===== config.mk =====
export PLATFORM = sky130hd
export DESIGN_NAME = usb_tx_sequencer
export DESIGN_NICKNAME = d
export VERILOG_FILES = /design/src/rtl/usb_tx_pkg.sv /design/src/rtl/usb_crc16_serial.sv /design/src/rtl/usb_tx_sequencer.sv
export SDC_FILE = /design/constraint.sdc
export NUM_CORES = 1
export LEC_CHECK = 0
export ABC_CLOCK_PERIOD_IN_PS = 5600
export BUFFER_PORTS_ARGS = -buffer_cell sky130_fd_sc_hd__buf_2
export CELL_PAD_IN_SITES_DETAIL_PLACEMENT = 1
export CELL_PAD_IN_SITES_GLOBAL_PLACEMENT = 2
export CORE_MARGIN = 2
export CORE_UTILIZATION = 35
export DETAILED_ROUTE_END_ITERATION = 16
export PLACE_DENSITY_LB_ADDON = 0.1
export SYNTH_ARGS = -nofsm -noshare
export SYNTH_HDL_FRONTEND = slang
export SYNTH_HIERARCHICAL = 1
export SYNTH_SLANG_ARGS = --single-unit

===== constraint.sdc =====
create_clock -name clk -period 5.6 [get_ports clk]
set_input_delay 0.28 -clock clk [delete_from_list [all_inputs] [get_ports clk]]
set_output_delay 0.28 -clock clk [all_outputs]
set_load 0.005 [all_outputs]

===== src/rtl/usb_tx_pkg.sv =====
// Shared types and constants for the USB packet transmit path.
package usb_tx_pkg;

  typedef enum logic [2:0] {
    IDLE,
    SYNC,
    PID,
    DATA,
    CRC,
    EOP
  } state_t;

  localparam logic [15:0] CRC16_POLY = 16'h8005;

  localparam logic [7:0] PID_DATA0 = 8'hC3;
  localparam logic [7:0] PID_DATA1 = 8'h4B;
  localparam logic [7:0] PID_ACK   = 8'hD2;

  // Bit-reverse a 16-bit word; turns the MSB-first polynomial into its LSB-first form.
  function automatic logic [15:0] reflect16(input logic [15:0] v);
    logic [15:0] r;
    r = '0;
    for (int i = 0; i < 16; i++) begin
      r[i] = v[15-i];
    end
    return r;
  endfunction

endpackage


===== src/rtl/usb_crc16_serial.sv =====
// Bit-serial CRC16 in reflected (LSB-first) form; one data bit per enabled cycle.
module usb_crc16_serial
  import usb_tx_pkg::*;
#(
  parameter logic [15:0] CRC_INIT = 16'hFFFF
) (
  input  logic        clk,
  input  logic        nRST,
  input  logic        clr,
  input  logic        en,
  input  logic        din,
  output logic [15:0] crc,
  output logic [15:0] crc_next
);

  localparam logic [15:0] POLY_REFL = reflect16(CRC16_POLY);

  // crc_next lets the sequencer capture the value that includes the bit being sent now.
  always_comb begin
    crc_next = {1'b0, crc[15:1]} ^ ((crc[0] ^ din) ? POLY_REFL : 16'h0000);
  end

  always_ff @(posedge clk or negedge nRST) begin
    if (!nRST) begin
      crc <= 16'h0000;
    end else if (clr) begin
      crc <= CRC_INIT;
    end else if (en) begin
      crc <= crc_next;
    end
  end

endmodule


===== src/rtl/usb_tx_sequencer.sv =====
// Packet TX sequencer: serialises SYNC, PID, payload and CRC16 LSB-first, then requests EOP.
module usb_tx_sequencer
  import usb_tx_pkg::*;
#(
  parameter logic [7:0]  SYNC_BYTE = 8'h80,
  parameter logic [15:0] CRC_INIT  = 16'hFFFF
) (
  input  logic       clk,
  input  logic       nRST,
  input  logic       start,
  input  logic [7:0] pid,
  input  logic       has_data,
  input  logic       crc_en,
  input  logic [7:0] tx_data,
  input  logic       tx_valid,
  input  logic       tx_last,
  output logic       tx_ready,
  input  logic       stuff_stall,
  output logic       bit_out,
  output logic       bit_en,
  output logic       eop_req,
  input  logic       eop_done,
  output logic       busy,
  output logic       done,
  output logic       underrun
);

  state_t      state;
  state_t      state_nxt;
  logic [15:0] shift;
  logic [2:0]  bit_cnt;
  logic        crc_hi;
  logic [7:0]  pid_r;
  logic        has_data_r;
  logic        crc_en_r;
  logic        last_r;
  logic        done_r;

  logic [15:0] crc;
  logic [15:0] crc_next;
  logic [15:0] crc_src;

  logic sending;
  logic advance;
  logic field_end;
  logic fetch;
  logic take;
  logic crc_load;
  logic accept;

  always_comb begin
    sending   = (state == SYNC) || (state == PID) || (state == DATA) || (state == CRC);
    advance   = sending && !stuff_stall;
    field_end = advance && (bit_cnt == 3'd7) && ((state != CRC) || crc_hi);
    fetch     = field_end && (((state == PID) && has_data_r) || ((state == DATA) && !last_r));
    take      = fetch && tx_valid;
    crc_load  = field_end && crc_en_r &&
                (((state == PID) && !has_data_r) || ((state == DATA) && last_r));
    accept    = (state == IDLE) && start;
    // In DATA the final bit is being folded in this very cycle, so use the look-ahead value.
    crc_src   = (state == DATA) ? crc_next : crc;
  end

  usb_crc16_serial #(
    .CRC_INIT (CRC_INIT)
  ) u_crc (
    .clk      (clk),
    .nRST     (nRST),
    .clr      (accept),
    .en       ((state == DATA) && advance),
    .din      (shift[0]),
    .crc      (crc),
    .crc_next (crc_next)
  );

  // State register
  always_ff @(posedge clk or negedge nRST) begin
    if (!nRST) begin
      state  <= IDLE;
      done_r <= 1'b0;
    end else begin
      state  <= state_nxt;
      done_r <= (state == EOP) && eop_done;
    end
  end

  // Next-state logic
  always_comb begin
    state_nxt = state;
    case (state)
      IDLE: if (start) state_nxt = SYNC;
      SYNC: if (field_end) state_nxt = PID;
      PID: begin
        if (field_end) begin
          if (has_data_r)    state_nxt = tx_valid ? DATA : EOP;
          else if (crc_en_r) state_nxt = CRC;
          else               state_nxt = EOP;
        end
      end
      DATA: begin
        if (field_end) begin
          if (last_r) state_nxt = crc_en_r ? CRC : EOP;
          else        state_nxt = tx_valid ? DATA : EOP;
        end
      end
      CRC:  if (field_end) state_nxt = EOP;
      EOP:  if (eop_done) state_nxt = IDLE;
      default: state_nxt = IDLE;
    endcase
  end

  // Outputs
  always_comb begin
    bit_en   = sending;
    bit_out  = sending && shift[0];
    tx_ready = fetch;
    underrun = fetch && !tx_valid;
    eop_req  = (state == EOP);
    busy     = (state != IDLE);
    done     = done_r;
  end

  // Shift register, bit counter and latched packet fields
  always_ff @(posedge clk or negedge nRST) begin
    if (!nRST) begin
      shift      <= 16'h0000;
      bit_cnt    <= 3'd0;
      crc_hi     <= 1'b0;
      pid_r      <= 8'h00;
      has_data_r <= 1'b0;
      crc_en_r   <= 1'b0;
      last_r     <= 1'b0;
    end else if (accept) begin
      pid_r      <= pid;
      has_data_r <= has_data;
      crc_en_r   <= crc_en;
      shift      <= {8'h00, SYNC_BYTE};
      bit_cnt    <= 3'd0;
      crc_hi     <= 1'b0;
      last_r     <= 1'b0;
    end else if (advance) begin
      bit_cnt <= bit_cnt + 3'd1;
      if ((state == CRC) && (bit_cnt == 3'd7)) crc_hi <= 1'b1;
      if (field_end && (state == SYNC)) begin
        shift <= {8'h00, pid_r};
      end else if (take) begin
        shift  <= {8'h00, tx_data};
        last_r <= tx_last;
      end else if (crc_load) begin
        shift <= ~crc_src;
      end else begin
        shift <= {1'b0, shift[15:1]};
      end
    end
  end

endmodule


==> qor.csv <==
metric;value;unit
status;finished, final reports clean;
cp_num_cells;5;
ys_warn_count;6;
synth-edff-count;0;
fin_crit;3.17;ns
max_clock_freq;316;MHz
place_inst;391;
post_cts_resized;0;
cts_root_buffer;clkbuf_8;
dp_hpwl;4.52;mm
synth_top_area_share;0.445;
cts_setup_buffers;0;
die_w;94.5;um
critPathKind;register to register;
cts_tree;built;
drtIter0Drc;76;
drt_drc_violations_left;0;
ios;32;
fill_cells;951;
fp.dieH;94.5;um
min_period_over_period;0.566;
tns;0;ns
setup_viol;0;
synth_flop_cell;dfrtp_1;
r2r_cells;5;
powerDensity;463;nW/um^2
synthCells;279;
synth_cell_types;48;
gp_congestion;0.707;
crit_chain;nand3b_1 > nor2_1 > inv_2 > o21ai_0 > or3b_1;
synth-simple-area-share;0.153;
cts_made_buffers;5;
worstPathArrival;3.36;ns
place_ws;2.35;ns
leakagePower;1.31;nW
crit_buf_inv;1;
syn-num-nets;306;
rsz0062_at_grt;false;
whs;0.0873;ns
drv_cap;0;
cts_buffer_depth;2;
synth-adder-area-share;0.00873;
hold_path.class;input port to async pin;
synth_area;2870;um^2
cp.required;5.80;ns
cts_sinks;51;
rows;33;
core;8090;um^2
area_delta_synth_final;8.21;%
muxShareOfSynthArea;0.121;
use_met1;0.246;
n_antenna_cell;0;
initial_core_util;0.354;
synthTopCellsByArea;dfrtp_1 45%, mux2_2 11%, o21ai_0 4.7%;
fin_nets;320;
grt_pass1_vias;2137;
yosysSeqAreaShare;0.445;
synth_common_cells;51 x dfrtp_1, 29 x mux2_2, 27 x o21ai_0;
synth_top_cell_by_area;dfrtp_1;
r2r_start;state[2];
ys_async_sr_fraction;1.00;
endpoint;u_crc/crc[0];
worstSkewPairLatency;0.31;ns
ir_worst_vdd;0.160;mV
drt_wl_total;6.66;mm
grt-ovfl-total;0;
synth_xor_area_frac;0.0175;
path_max_fanout;17;
utilization;0.383;
tightest_slew;0.872;ns
detail_route.vias_per_cell;5.28;
worst_path_max_delay_cell;nor2_1;
hold_viol;0;
r2r_end;u_crc/crc[0];
drv_slew;0;
wl_per_cell;16.7;um
crit_family;simple AND/OR/NAND/NOR gates;
maxSlewHeadroom;0.416;
critPathLaunchType;register;
endpoint_kind;register;
synth_top_family_by_area;compound AO/OA/AOI/OAI gates;
dr.pass1.iters;4;
drive_gt1_frac;0.299;
clk_pin_slew_worst_paths;0.10;ns
reg2reg_slack;2.43;ns
die_area;8930;um^2
fin_cells;399;
synth_compound_area_frac;0.190;
gr-usage-met2;0.245;
antenna_found_initial;0;
grt_pass1_wl;11.3;mm
finClkSkew;0.00887;ns
grt_max_degree;52;
cts-htree-levels;2;
cpPeakStageDelay;0.89;ns
startpoint;state[2];
vias;2107;
synthMostInstantiatedCell;dfrtp_1;
syn_area_per_cell;10.3;um^2
cts.hold.buffers_added;0;
timing.final.ws_setup;2.43;ns
ys_ff_latch;51;
antenna_left;0;
grtUsageMet3;0.0327;
busiest_layer;met1;
io_buffers;31;
grtUsageTotal;0.165;
-- power breakdown --
part	leakage, nW	internal, W	switching, W
registers	0.615	0.000494	0.000133
clock network	0.0484	0.000102	0.000130
logic	0.646	0.000294	0.000283
-- flip-flops by register name, indices dropped and copies added (netlist names) --
name        cells
last_r          1
shift          16
crc_hi          1
bit_cnt         3
crc_en_r        1
done            1
pid_r           8
u_crc/crc      16
state           3
has_data_r      1
-- per-layer routing --
metal | wire length, um | vias up | share of wire
met1 | 3520 | 1061 | 0.53
li1 | - | 1006 | -
met2 | 2840 | 34 | 0.43
met4 | 75 | 0 | 0.011
met3 | 219 | 6 | 0.033
met5 | 0 | - | 0
-- placed cells by master (no fill, tap or decap), drive strengths merged, types with 2 or more instances in the layout --
| master | n |
|---|---|
| or3b | 2 |
| buf | 33 |
| nor3 | 4 |
| nor2 | 19 |
| mux2i | 2 |
| clkbuf | 7 |
| dfrtp | 51 |
| nand2 | 26 |
| nand2b | 2 |
| xor2 | 3 |
| a221oi | 8 |
| inv | 6 |
| a21oi | 12 |
| a211o | 14 |
| mux2 | 29 |
| a22o | 2 |
| ha | 2 |
| and2 | 15 |
| nor2b | 3 |
| o21ai | 35 |
-- per-stage QoR --
step | total power [W] | instance area (um^2)
finish | 0.00144 | 3100
floorplan | 0.00111 | 2870
global placement | 0.00121 | 3010
global route | 0.00156 | 3100
CTS | 0.00146 | 3100
detailed placement | 0.00122 | 3010
-- worst min-delay path by stage --
| stage | end | from | depth (start not counted) | slack, ns |
|---|---|---|---|---|
| 2_1_floorplan | bit_cnt[0] | nRST | 0 | -0.02 |
| 3_3_place_gp | u_crc/crc[14] | nRST | 2 | 0.46 |
| 3_5_place_dp | u_crc/crc[15] | nRST | 2 | 0.46 |
| 4_1_cts | shift[15] | nRST | 2 | 0.12 |
| 5_1_grt | shift[3] | nRST | 2 | 0.15 |
| 6_report | u_crc/crc[14] | nRST | 2 | 0.09 |
-- worst reg2reg max path: cells and delay by family, from the launching register on --
kind,cells,cell delay (ns)
DFF,1,0.58
AOI/OAI and AO/OA,1,0.22
and+or+nand+nor,3,1.93
buffers and inverters,1,0.33
-- cell type report --
| class | instances | area, um^2 | share of cell area |
|---|---|---|---|
| sequential | 51 | 1280 | 0.412 |
| tap | 105 | 131 | 0.0424 |
| timing repair buffer | 33 | 170 | 0.0549 |
| multi-input combinational | 196 | 1410 | 0.453 |
| inverter | 6 | 22.5 | 0.00726 |
| clock inverter | 1 | 8.76 | 0.00282 |
| clock buffer | 7 | 86.3 | 0.0278 |
-- kinds of logic after synthesis --
group,after synthesis
AO/OA/AOI/OAI,79
adder cells (fa/ha/maj),2
flip-flops,51
AND/OR/NAND/NOR,80
multiplexers,31
XOR/XNOR,4
buffers and inverters,32
Power figures use the tool's default switching activity.
